===== src/rtl/dds_param_ctrl_if.sv =====
// dds_param_ctrl_if -- key input / parameter-transfer bundle for dds_param_ctrl.
//
// Signals:
//   key_flag   [3:0]  debounced single-cycle key pulses
//                     [0] wave next, [1] freq up, [2] freq down, [3] sweep toggle
//   upd_rdy           DDS core accepts the presented parameter set
//   wave_sel   [3:0]  one-hot waveform select presented to the core
//   freq_word  [31:0] frequency control word presented to the core
//   upd_vld           a parameter set is pending transfer
//   sweep_busy        sweep engine is running
//
// Modports:
//   master  -- the controller (drives the parameter set and upd_vld)
//   slave   -- the key source / DDS core side
interface dds_param_ctrl_if;
  logic [3:0]  key_flag;
  logic        upd_rdy;
  logic [3:0]  wave_sel;
  logic [31:0] freq_word;
  logic        upd_vld;
  logic        sweep_busy;

  modport master (
    input  key_flag,
    input  upd_rdy,
    output wave_sel,
    output freq_word,
    output upd_vld,
    output sweep_busy
  );

  modport slave (
    output key_flag,
    output upd_rdy,
    input  wave_sel,
    input  freq_word,
    input  upd_vld,
    input  sweep_busy
  );
endinterface


===== src/rtl/dds_param_ctrl.sv =====
// dds_param_ctrl -- key-driven parameter controller for a DDS core.
//
// Keys edit a working copy of the waveform select and frequency word.
// Any real edit marks the working set dirty; a dirty set is copied to the
// outputs and offered to the DDS core with a valid/ready handshake.
// Edits made while a transfer is pending coalesce into one later transfer
// carrying the latest values.
//
// Optional feature: define DDS_SWEEP_EN to build the frequency sweep engine
// (key_flag[3] toggles an up/down sweep that steps every DWELL_MAX+1 cycles
// and reverses at FW_MIN/FW_MAX). Without it key_flag[3] is ignored and
// sweep_busy is tied low.
//
// Ports:
//   sys_clk  clock, all logic on the rising edge
//   sys_rst  asynchronous active-high reset
//   bus      dds_param_ctrl_if.master (key_flag, upd_rdy in;
//            wave_sel, freq_word, upd_vld, sweep_busy out)
module dds_param_ctrl #(
  parameter logic [31:0] FW_INIT   = 32'd42_950,
  parameter logic [31:0] FW_STEP   = 32'd4_295,
  parameter logic [31:0] FW_MIN    = 32'd4_295,
  parameter logic [31:0] FW_MAX    = 32'd429_497,
  parameter logic [23:0] DWELL_MAX = 24'd4_999_999
) (
  input  logic             sys_clk,
  input  logic             sys_rst,
  dds_param_ctrl_if.master bus
);

  localparam logic [3:0] WAVE_RST = 4'b0001;

  // Saturating step arithmetic, done in 33 bits so nothing wraps.
  function automatic logic [31:0] sat_add(input logic [31:0] fw);
    logic [32:0] s;
    s = {1'b0, fw} + {1'b0, FW_STEP};
    if (s > {1'b0, FW_MAX}) return FW_MAX;
    return s[31:0];
  endfunction

  function automatic logic [31:0] sat_sub(input logic [31:0] fw);
    logic [32:0] d;
    d = {1'b0, fw} - {1'b0, FW_STEP};
    if (d[32] || (d[31:0] < FW_MIN)) return FW_MIN;
    return d[31:0];
  endfunction

  logic [3:0]  wave_w, wave_nxt;
  logic [31:0] fw_w, fw_nxt;
  logic [31:0] fw_add, fw_sub;
  logic        dirty;
  logic        change;
  logic        issue;
  logic [3:0]  wave_sel_q;
  logic [31:0] freq_word_q;
  logic        upd_vld_q;

  // Sweep control seen by the datapath.
  logic        toggle;
  logic        sweep_on;
  logic        step_up;
  logic        step_dn;

  assign fw_add = sat_add(fw_w);
  assign fw_sub = sat_sub(fw_w);

`ifdef DDS_SWEEP_EN
  typedef enum logic [1:0] {IDLE, SWP_UP, SWP_DN} sweep_t;

  sweep_t      state, state_nxt;
  logic [23:0] dwell, dwell_nxt;

  assign toggle = bus.key_flag[3];

  // Sweep state register
  always_ff @(posedge sys_clk or posedge sys_rst) begin
    if (sys_rst) begin
      state <= IDLE;
      dwell <= '0;
    end else begin
      state <= state_nxt;
      dwell <= dwell_nxt;
    end
  end

  // Sweep next-state logic; the toggle key wins over a same-cycle step.
  always_comb begin
    state_nxt = state;
    dwell_nxt = dwell;
    case (state)
      IDLE: begin
        if (toggle) begin
          state_nxt = SWP_UP;
          dwell_nxt = '0;
        end
      end
      SWP_UP, SWP_DN: begin
        if (toggle) begin
          state_nxt = IDLE;
          dwell_nxt = '0;
        end else if (dwell == DWELL_MAX) begin
          dwell_nxt = '0;
          // Reverse when this step lands on (or clamps to) a bound.
          if (state == SWP_UP && fw_add == FW_MAX) state_nxt = SWP_DN;
          if (state == SWP_DN && fw_sub == FW_MIN) state_nxt = SWP_UP;
        end else begin
          dwell_nxt = dwell + 24'd1;
        end
      end
      default: begin
        state_nxt = IDLE;
        dwell_nxt = '0;
      end
    endcase
  end

  // Sweep outputs
  always_comb begin
    sweep_on = (state != IDLE);
    step_up  = (state == SWP_UP) && !toggle && (dwell == DWELL_MAX);
    step_dn  = (state == SWP_DN) && !toggle && (dwell == DWELL_MAX);
  end
`else
  logic        unused_toggle_key;
  logic [23:0] unused_dwell_max;

  assign unused_toggle_key = bus.key_flag[3];
  assign unused_dwell_max  = DWELL_MAX;
  assign toggle   = 1'b0;
  assign sweep_on = 1'b0;
  assign step_up  = 1'b0;
  assign step_dn  = 1'b0;
`endif

  // Working-set update. One key per cycle, highest index first; the freq
  // keys are masked out while sweeping so wave-next still gets through.
  always_comb begin
    wave_nxt = wave_w;
    fw_nxt   = fw_w;
    if (step_up)      fw_nxt = fw_add;
    else if (step_dn) fw_nxt = fw_sub;
    if (!toggle) begin
      if (bus.key_flag[2] && !sweep_on)      fw_nxt   = fw_sub;
      else if (bus.key_flag[1] && !sweep_on) fw_nxt   = fw_add;
      else if (bus.key_flag[0])              wave_nxt = {wave_w[2:0], wave_w[3]};
    end
    // A saturated no-op is not a change.
    change = (wave_nxt != wave_w) || (fw_nxt != fw_w);
  end

  // Issue when dirty and the output slot is free or being accepted now.
  assign issue = dirty && (!upd_vld_q || bus.upd_rdy);

  // Working registers and transfer handshake
  always_ff @(posedge sys_clk or posedge sys_rst) begin
    if (sys_rst) begin
      wave_w      <= WAVE_RST;
      fw_w        <= FW_INIT;
      dirty       <= 1'b0;
      wave_sel_q  <= WAVE_RST;
      freq_word_q <= FW_INIT;
      upd_vld_q   <= 1'b0;
    end else begin
      wave_w <= wave_nxt;
      fw_w   <= fw_nxt;
      // A change landing in the issue cycle stays dirty for the next issue.
      dirty  <= change || (dirty && !issue);
      if (issue) begin
        wave_sel_q  <= wave_w;
        freq_word_q <= fw_w;
        upd_vld_q   <= 1'b1;
      end else if (upd_vld_q && bus.upd_rdy) begin
        upd_vld_q <= 1'b0;
      end
    end
  end

  assign bus.wave_sel   = wave_sel_q;
  assign bus.freq_word  = freq_word_q;
  assign bus.upd_vld    = upd_vld_q;
  assign bus.sweep_busy = sweep_on;

endmodule


===== src/flat_wrapper.sv =====
// flat-port wrapper written by rule: the top's interface ports become plain ports
module dds_param_ctrl_flat 
#(
  parameter logic [31:0] FW_INIT   = 32'd42_950,
  parameter logic [31:0] FW_STEP   = 32'd4_295,
  parameter logic [31:0] FW_MIN    = 32'd4_295,
  parameter logic [31:0] FW_MAX    = 32'd429_497,
  parameter logic [23:0] DWELL_MAX = 24'd4_999_999
)
  (sys_clk, sys_rst, bus_key_flag, bus_upd_rdy, bus_wave_sel, bus_freq_word, bus_upd_vld, bus_sweep_busy);
  dds_param_ctrl_if bus_i ();
  input  logic sys_clk;
  input  logic sys_rst;
  input wire logic [$bits(bus_i.key_flag)-1:0] bus_key_flag;
  input wire logic [$bits(bus_i.upd_rdy)-1:0] bus_upd_rdy;
  output wire logic [$bits(bus_i.wave_sel)-1:0] bus_wave_sel;
  output wire logic [$bits(bus_i.freq_word)-1:0] bus_freq_word;
  output wire logic [$bits(bus_i.upd_vld)-1:0] bus_upd_vld;
  output wire logic [$bits(bus_i.sweep_busy)-1:0] bus_sweep_busy;
  assign bus_i.key_flag = bus_key_flag;
  assign bus_i.upd_rdy = bus_upd_rdy;
  assign bus_wave_sel = bus_i.wave_sel;
  assign bus_freq_word = bus_i.freq_word;
  assign bus_upd_vld = bus_i.upd_vld;
  assign bus_sweep_busy = bus_i.sweep_busy;
  dds_param_ctrl #(.FW_INIT(FW_INIT), .FW_STEP(FW_STEP), .FW_MIN(FW_MIN), .FW_MAX(FW_MAX), .DWELL_MAX(DWELL_MAX)) u_core (.sys_clk(sys_clk), .sys_rst(sys_rst), .bus(bus_i));
endmodule

===== config.mk =====
export PLATFORM = sky130hd
export DESIGN_NAME = dds_param_ctrl_flat
export DESIGN_NICKNAME = d
export VERILOG_FILES = /design/src/rtl/dds_param_ctrl_if.sv /design/src/rtl/dds_param_ctrl.sv /design/src/flat_wrapper.sv
export SDC_FILE = /design/constraint.sdc
export NUM_CORES = 1
export LEC_CHECK = 0
export ABC_AREA = 1
export CAP_MARGIN = 20
export CORE_MARGIN = 8
export CORE_UTILIZATION = 45
export CTS_CLUSTER_SIZE = 25
export DETAILED_ROUTE_END_ITERATION = 12
export SETUP_SLACK_MARGIN = 0.5
export SYNTH_ARGS = -nofsm -noshare
export SYNTH_HDL_FRONTEND = slang
export SYNTH_SLANG_ARGS = --single-unit

===== constraint.sdc =====
create_clock -name sys_clk -period 3.5 [get_ports sys_clk]
set_input_delay 0.7 -clock sys_clk [delete_from_list [all_inputs] [get_ports sys_clk]]
set_output_delay 0.7 -clock sys_clk [all_outputs]
set_load 0.02 [all_outputs]

* Word level (Yosys, flattened, before mapping) *
Index checks and enable logic that the tools add are counted.

word-level totals
  register bits = 74
  bits of input ports = 7
  output and inout bits = 38
  word-level logic and storage cells = 35

cells by class
  add/subtract/negate cells = 2
  magnitude comparators = 2
  equal/unequal tests = 2
  multiplexer cells = 13
  reduce and logical (&&, ||, !) cells = 10

operators by type and width
  cell                                                                    count
  32-bit 2-to-1 mux                                                       6
  32-bit by 13-bit adder with 33-bit output, second input constant        1
  33-bit by 19-bit > comparator with 1-bit output, second input constant  1
  32-bit by 13-bit subtractor with 33-bit output, second input constant   1
  32-bit by 13-bit < comparator with 1-bit output, second input constant  1
  32-bit inequality test                                                  1
  4-bit 2-to-1 mux                                                        3
  1-bit logical OR                                                        4
  1-bit 2-to-1 mux                                                        4
  4-bit inequality test                                                   1
  1-bit logical AND                                                       3
  1-bit zero test                                                         2
  2-bit nonzero test                                                      1

* Depth between registers and ports, before layout *
  word-level depth = 9
  mapped depth = 26
  depth with buffers taken out = 26

* Worst setup path after synthesis *
Ideal clock, no wire load.

  kind = flip-flop to flip-flop
  start point = register u_core.fw_w[1]
  end point = register u_core.dirty
  library setup time = 0.125 ns
  arrival time = 2.642 ns
  data required time = 3.375 ns
  path slack = 0.732 ns
  cell stages (with the launch flop) = 23
  buffers on the path = 1
  period minus slack after synthesis = 2.768 ns
  cell sequence = dfstp_2 -> inv_1 -> ha_1 -> inv_1 -> nor2_1 -> nor2_1 -> nand3_2 -> nand2_4 -> nand2_1 -> xor2_1 -> nor2_2 -> nand3_4 -> nor2_8 -> buf_8 -> nand4_4 -> nand3_2 -> nor2_1 -> nor2_1 -> nand2_1 -> nor2_1 -> nand2_1 -> nor2_1 -> nand3_1

between the ends
  cells in the longest elaborated chain, start to end = 9
  elaborated cells on any way between the ends = 14
  classes of those cells = add/sub: 2; order compare: 2; eq/ne: 1; mux: 6; reduce/logical: 3

RTL lines
  item                                                                                                                line                                         text
  start: declaration                                                                                                  dds_param_ctrl.sv:49                         logic [31:0] fw_w, fw_nxt;
  start signal: assignment                                                                                            dds_param_ctrl.sv:165                        fw_w <= fw_nxt;
  32-bit by 13-bit adder with 33-bit output or 32-bit by 13-bit subtractor with 33-bit output (tied branches)         dds_param_ctrl.sv:36, dds_param_ctrl.sv:43
  33-bit by 19-bit > comparator with 1-bit output or 32-bit by 13-bit < comparator with 1-bit output (tied branches)  dds_param_ctrl.sv:37, dds_param_ctrl.sv:44
  1-bit 2-to-1 mux or 1-bit logical OR (tied branches)                                                                dds_param_ctrl.sv:37, dds_param_ctrl.sv:44
  32-bit 2-to-1 mux or 1-bit 2-to-1 mux (tied branches)                                                               dds_param_ctrl.sv:38, dds_param_ctrl.sv:44
  32-bit 2-to-1 mux, on equally long branches                                                                         dds_param_ctrl.sv:144, dds_param_ctrl.sv:45
  32-bit 2-to-1 mux                                                                                                   dds_param_ctrl.sv:143                        if (bus.key_flag[2] && !sweep_on) fw_nxt = fw_sub;
  32-bit inequality test *                                                                                            dds_param_ctrl.sv:148                        change = (wave_nxt != wave_w) || (fw_nxt != fw_w);
  1-bit logical OR *                                                                                                  dds_param_ctrl.sv:148
  1-bit logical OR *                                                                                                  dds_param_ctrl.sv:167                        dirty <= change || (dirty && !issue);
  end signal: assignment                                                                                              dds_param_ctrl.sv:167
  end: declaration                                                                                                    dds_param_ctrl.sv:51                         logic dirty;

Mark *: on every way between the ends. The rest lies on a longest branch, timed or not.
A chain may end at the register's enable or synchronous reset.

* Final worst setup path *
  start point = register u_core.fw_w[9]
  end point = register u_core.dirty

Same word-level chain as after synthesis.

==> impl_metrics.env <==
export IMPL_ys_ff_latch=74
export IMPL_syn_cell_area_sq_um=6624
export IMPL_row_count=44
export IMPL_dp_cells=1305
export IMPL_synthFlopType="dfrtp_1"
export IMPL_path_class="register to register"
export IMPL_syn2layout_area_growth_pct=26.18
export IMPL_start_util_pct=45.75
export IMPL_startpoint_type="register"
export IMPL_wire_per_inst_um=17.50
export IMPL_cp_common_cell="nand2_1"
export IMPL_seq_area_sq_um=1886
export IMPL_finalClockSkew_ns=0.01109
export IMPL_syn_area_per_cell_sq_um=6.255
export IMPL_synth_most_common_cell="nand2_1"
export IMPL_htree_levels=3
export IMPL_ant_nets=0
export IMPL_crit_required_ns=3.72
export IMPL_syn_instance_count=1059
export IMPL_p_leak_nw=3.983
export IMPL_max_clock_path_buffers=2
export IMPL_ios=45
export IMPL_arrival_ns=3.46
export IMPL_slew_headroom_pct=52.45
export IMPL_grt_pass1_wl_um=37060
export IMPL_nNetsFinal=1171
export IMPL_stdcell_count=1350
export IMPL_crit_fanout=8
export IMPL_drt_iter0_markers=839
export IMPL_synth_top_area_share_pct=21.08
export IMPL_hold_buffers=0
export IMPL_seq_area_frac_synth_pct=28.33
export IMPL_min_path_type="register to register"
export IMPL_finalMaxSlewViolations=0
export IMPL_diodes=0
export IMPL_synth_area_leaders="nand2_1 21%, dfrtp_1 20%, nand3_1 9.2%, dfstp_2 7.9%, nor2_1 6.1%"
export IMPL_p_per_area_nw_per_um2=608.9
export IMPL_fillers=1445
export IMPL_drt_first_pass_iters=5
export IMPL_cts_buffers=9
export IMPL_drv_cap=0
export IMPL_die_w_um=137.3
export IMPL_drt_wl_total_um=23630
export IMPL_outcome="finished clean"
export IMPL_clk_latency_ns=0.35
export IMPL_synthArstFlopShare_pct=100.0
export IMPL_yosys_warnings=0
export IMPL_drc_errors=0
export IMPL_via_per_inst=5.419
export IMPL_hpwl_um=18000
export IMPL_fp_dieH_um=137.3
export IMPL_synth_cell_types=44
export IMPL_synth_edf_count=0
export IMPL_grt_use_total_pct=25.84
export IMPL_ys_top_cells_by_count="372 x nand2_1, 122 x nand3_1, 108 x nor2_1"
export IMPL_grt_antenna_before_repair=0
export IMPL_yosysTopAreaCell="nand2_1"
export IMPL_cp_cell_sequence="buf_4, nand2_1, nor2_1, a21oi_2, nand2_4, nand2_1, nand2_1, nand2_2, a21oi_4, nand2_2, nor2_4, nand2_4, nand4_1, buf_4, nand3_1, nand2_1, nand3_2, nor2_2, nand2_1, nor2_1, nand3_2"
export IMPL_first_global_vias=6751
export IMPL_grt_max_degree=43
export IMPL_period_needed_ns=3.244
export IMPL_clk_root_buffer_cell="clkbuf_16"
export IMPL_synth_nets=1069
export IMPL_tightest_slew_ns=0.7132
export IMPL_rsz0062_at_grt="yes"
export IMPL_setup_violations_final=0
export IMPL_multi_input_area_sq_um=4350
export IMPL_fp_dieArea_sq_um=18860
export IMPL_cpPeakStageDelay_ns=0.62
export IMPL_via_count=7315
export IMPL_finalCritPeriodShare_pct=92.69
export IMPL_cts_tree="built"
export IMPL_ir_drop_mv=0.3296
export IMPL_port_buffers=42
export IMPL_gp_congestion=0.9510
export IMPL_hold_viol=0
export IMPL_fmax_mhz=308.2
export IMPL_cts_sinks=74
export IMPL_core_sq_um=14480
export IMPL_drive_gt1_share_pct=24.10
export IMPL_end_kind="register"
export IMPL_grt_ovfl_total=0
export IMPL_crit_path_top_delay_cell="dfstp_2"
export IMPL_fin_tns_setup_ns=0
export IMPL_cts_reportedPaths_clkPinSlew_ns=0.07
-- flip-flops by register name (all words and copies together), names as in the netlist --
| signal | count |
|---|---|
| u_core.bus.freq_word | 32 |
| u_core.wave_w | 4 |
| u_core.bus.upd_vld | 1 |
| u_core.bus.wave_sel | 4 |
| u_core.dirty | 1 |
| u_core.fw_w | 32 |
-- critical path: cells and delay by family (launching register included) --
| kind | cells | cell delay, ns |
|---|---|---|
| and+or+nand+nor | 17 | 1.88 |
| DFF | 1 | 0.62 |
| buffers and inverters | 2 | 0.30 |
| AOI/OAI and AO/OA | 2 | 0.29 |
-- through the flow --
step                      utilization, %  total power [W]  setup slack, ns  hold WS [ns]  instance area, sq um
after detailed placement           51.92         0.003693          0.09643        0.4726                  7517
after global routing               57.73         0.005452          0.08589        0.5010                  8358
after global placement             51.92         0.003683           0.1143        0.4663                  7517
after CTS                          57.27         0.005027           0.3232        0.4879                  8292
final                              57.73         0.005089           0.2559        0.4807                  8358
after floorplan                        -         0.002944           0.7325        0.4747                  6624
-- what timing repair did --
item | in CTS | in global routing
gates resized for setup | 66 | 16
setup buffers | 24 | 2
cloned | 3 | 0
endpoints found under the hold margin | 0 | 0
endpoints found under the setup margin | 1 | 3
pin swaps | 37 | 11
-- placed cells by master, fill, tap and decap left out, types with 21 or more instances in the layout --
cell | Yosys | layout
nand2_1 | 372 | 354
nand3_1 | 122 | 115
nor2_1 | 108 | 93
buf_4 | 9 | 80
inv_1 | 76 | 74
o21ai_0 | 54 | 53
dfrtp_1 | 54 | 47
clkdlybuf4s50_1 | 0 | 42
nand4_1 | 39 | 39
nand2_2 | 21 | 30
nor2_2 | 14 | 24
inv_2 | 20 | 21
-- final cells by class --
class / instances / area share (%)
Sequential cell: 74 / 22.56
Multi-Input combinational cell: 839 / 52.05
Clock buffer: 10 / 2.740
Inverter: 105 / 4.820
Tap cell: 184 / 2.754
Clock inverter: 6 / 1.093
Timing Repair Buffer: 132 / 13.98
-- power by group --
part	switching [W]	internal [W]	total, W
Clock	0.000400	0.000626	0.00103
Sequential	0.000200	0.00106	0.00126
Combinational	0.00174	0.00106	0.00280
Total	0.00234	0.00275	0.00509
-- layer usage --
layer	track usage [%]	vias to the layer above	part of all wire [%]
met5	0	-	0
met2	38.49	307	42
met4	9.535	0	3.1
met1	36.32	3335	46
li1	-	3624	-
met3	4.814	49	8.6
-- final timing paths --
| path | start | end | slack (ns) | cells after the start |
|---|---|---|---|---|
| min in group asynchronous | sys_rst | u_core.bus.freq_word[30]$_DFFE_PP0P_ | 0.76 | 2 |
| max in group asynchronous | sys_rst | u_core.bus.wave_sel[0]$_DFFE_PP1P_ | 2.04 | 3 |
| worst min-delay path | u_core.bus.freq_word[17]$_DFFE_PP0P_ | u_core.bus.freq_word[17]$_DFFE_PP0P_ | 0.48 | 2 |
| worst max register to register | u_core.fw_w[9]$_DFF_PP1_ | u_core.dirty$_DFF_PP0_ | 0.26 | 21 |
| worst max-delay path | u_core.fw_w[9]$_DFF_PP1_ | u_core.dirty$_DFF_PP0_ | 0.26 | 21 |
| worst min register to register | u_core.bus.freq_word[17]$_DFFE_PP0P_ | u_core.bus.freq_word[17]$_DFFE_PP0P_ | 0.48 | 2 |
-- kinds of logic after synthesis --
kind of cell             Yosys count  share of synthesized area, %
AND/OR/NAND/NOR                  732                         51.95
buffers and inverters            149                         10.28
AO/OA/AOI/OAI                     84                         6.706
flip-flops                        74                         28.33
XOR/XNOR                          16                         2.116
adder cells (fa/ha/maj)            3                        0.5667
other                              1                       0.05661
Power figures use the tool's default switching activity.
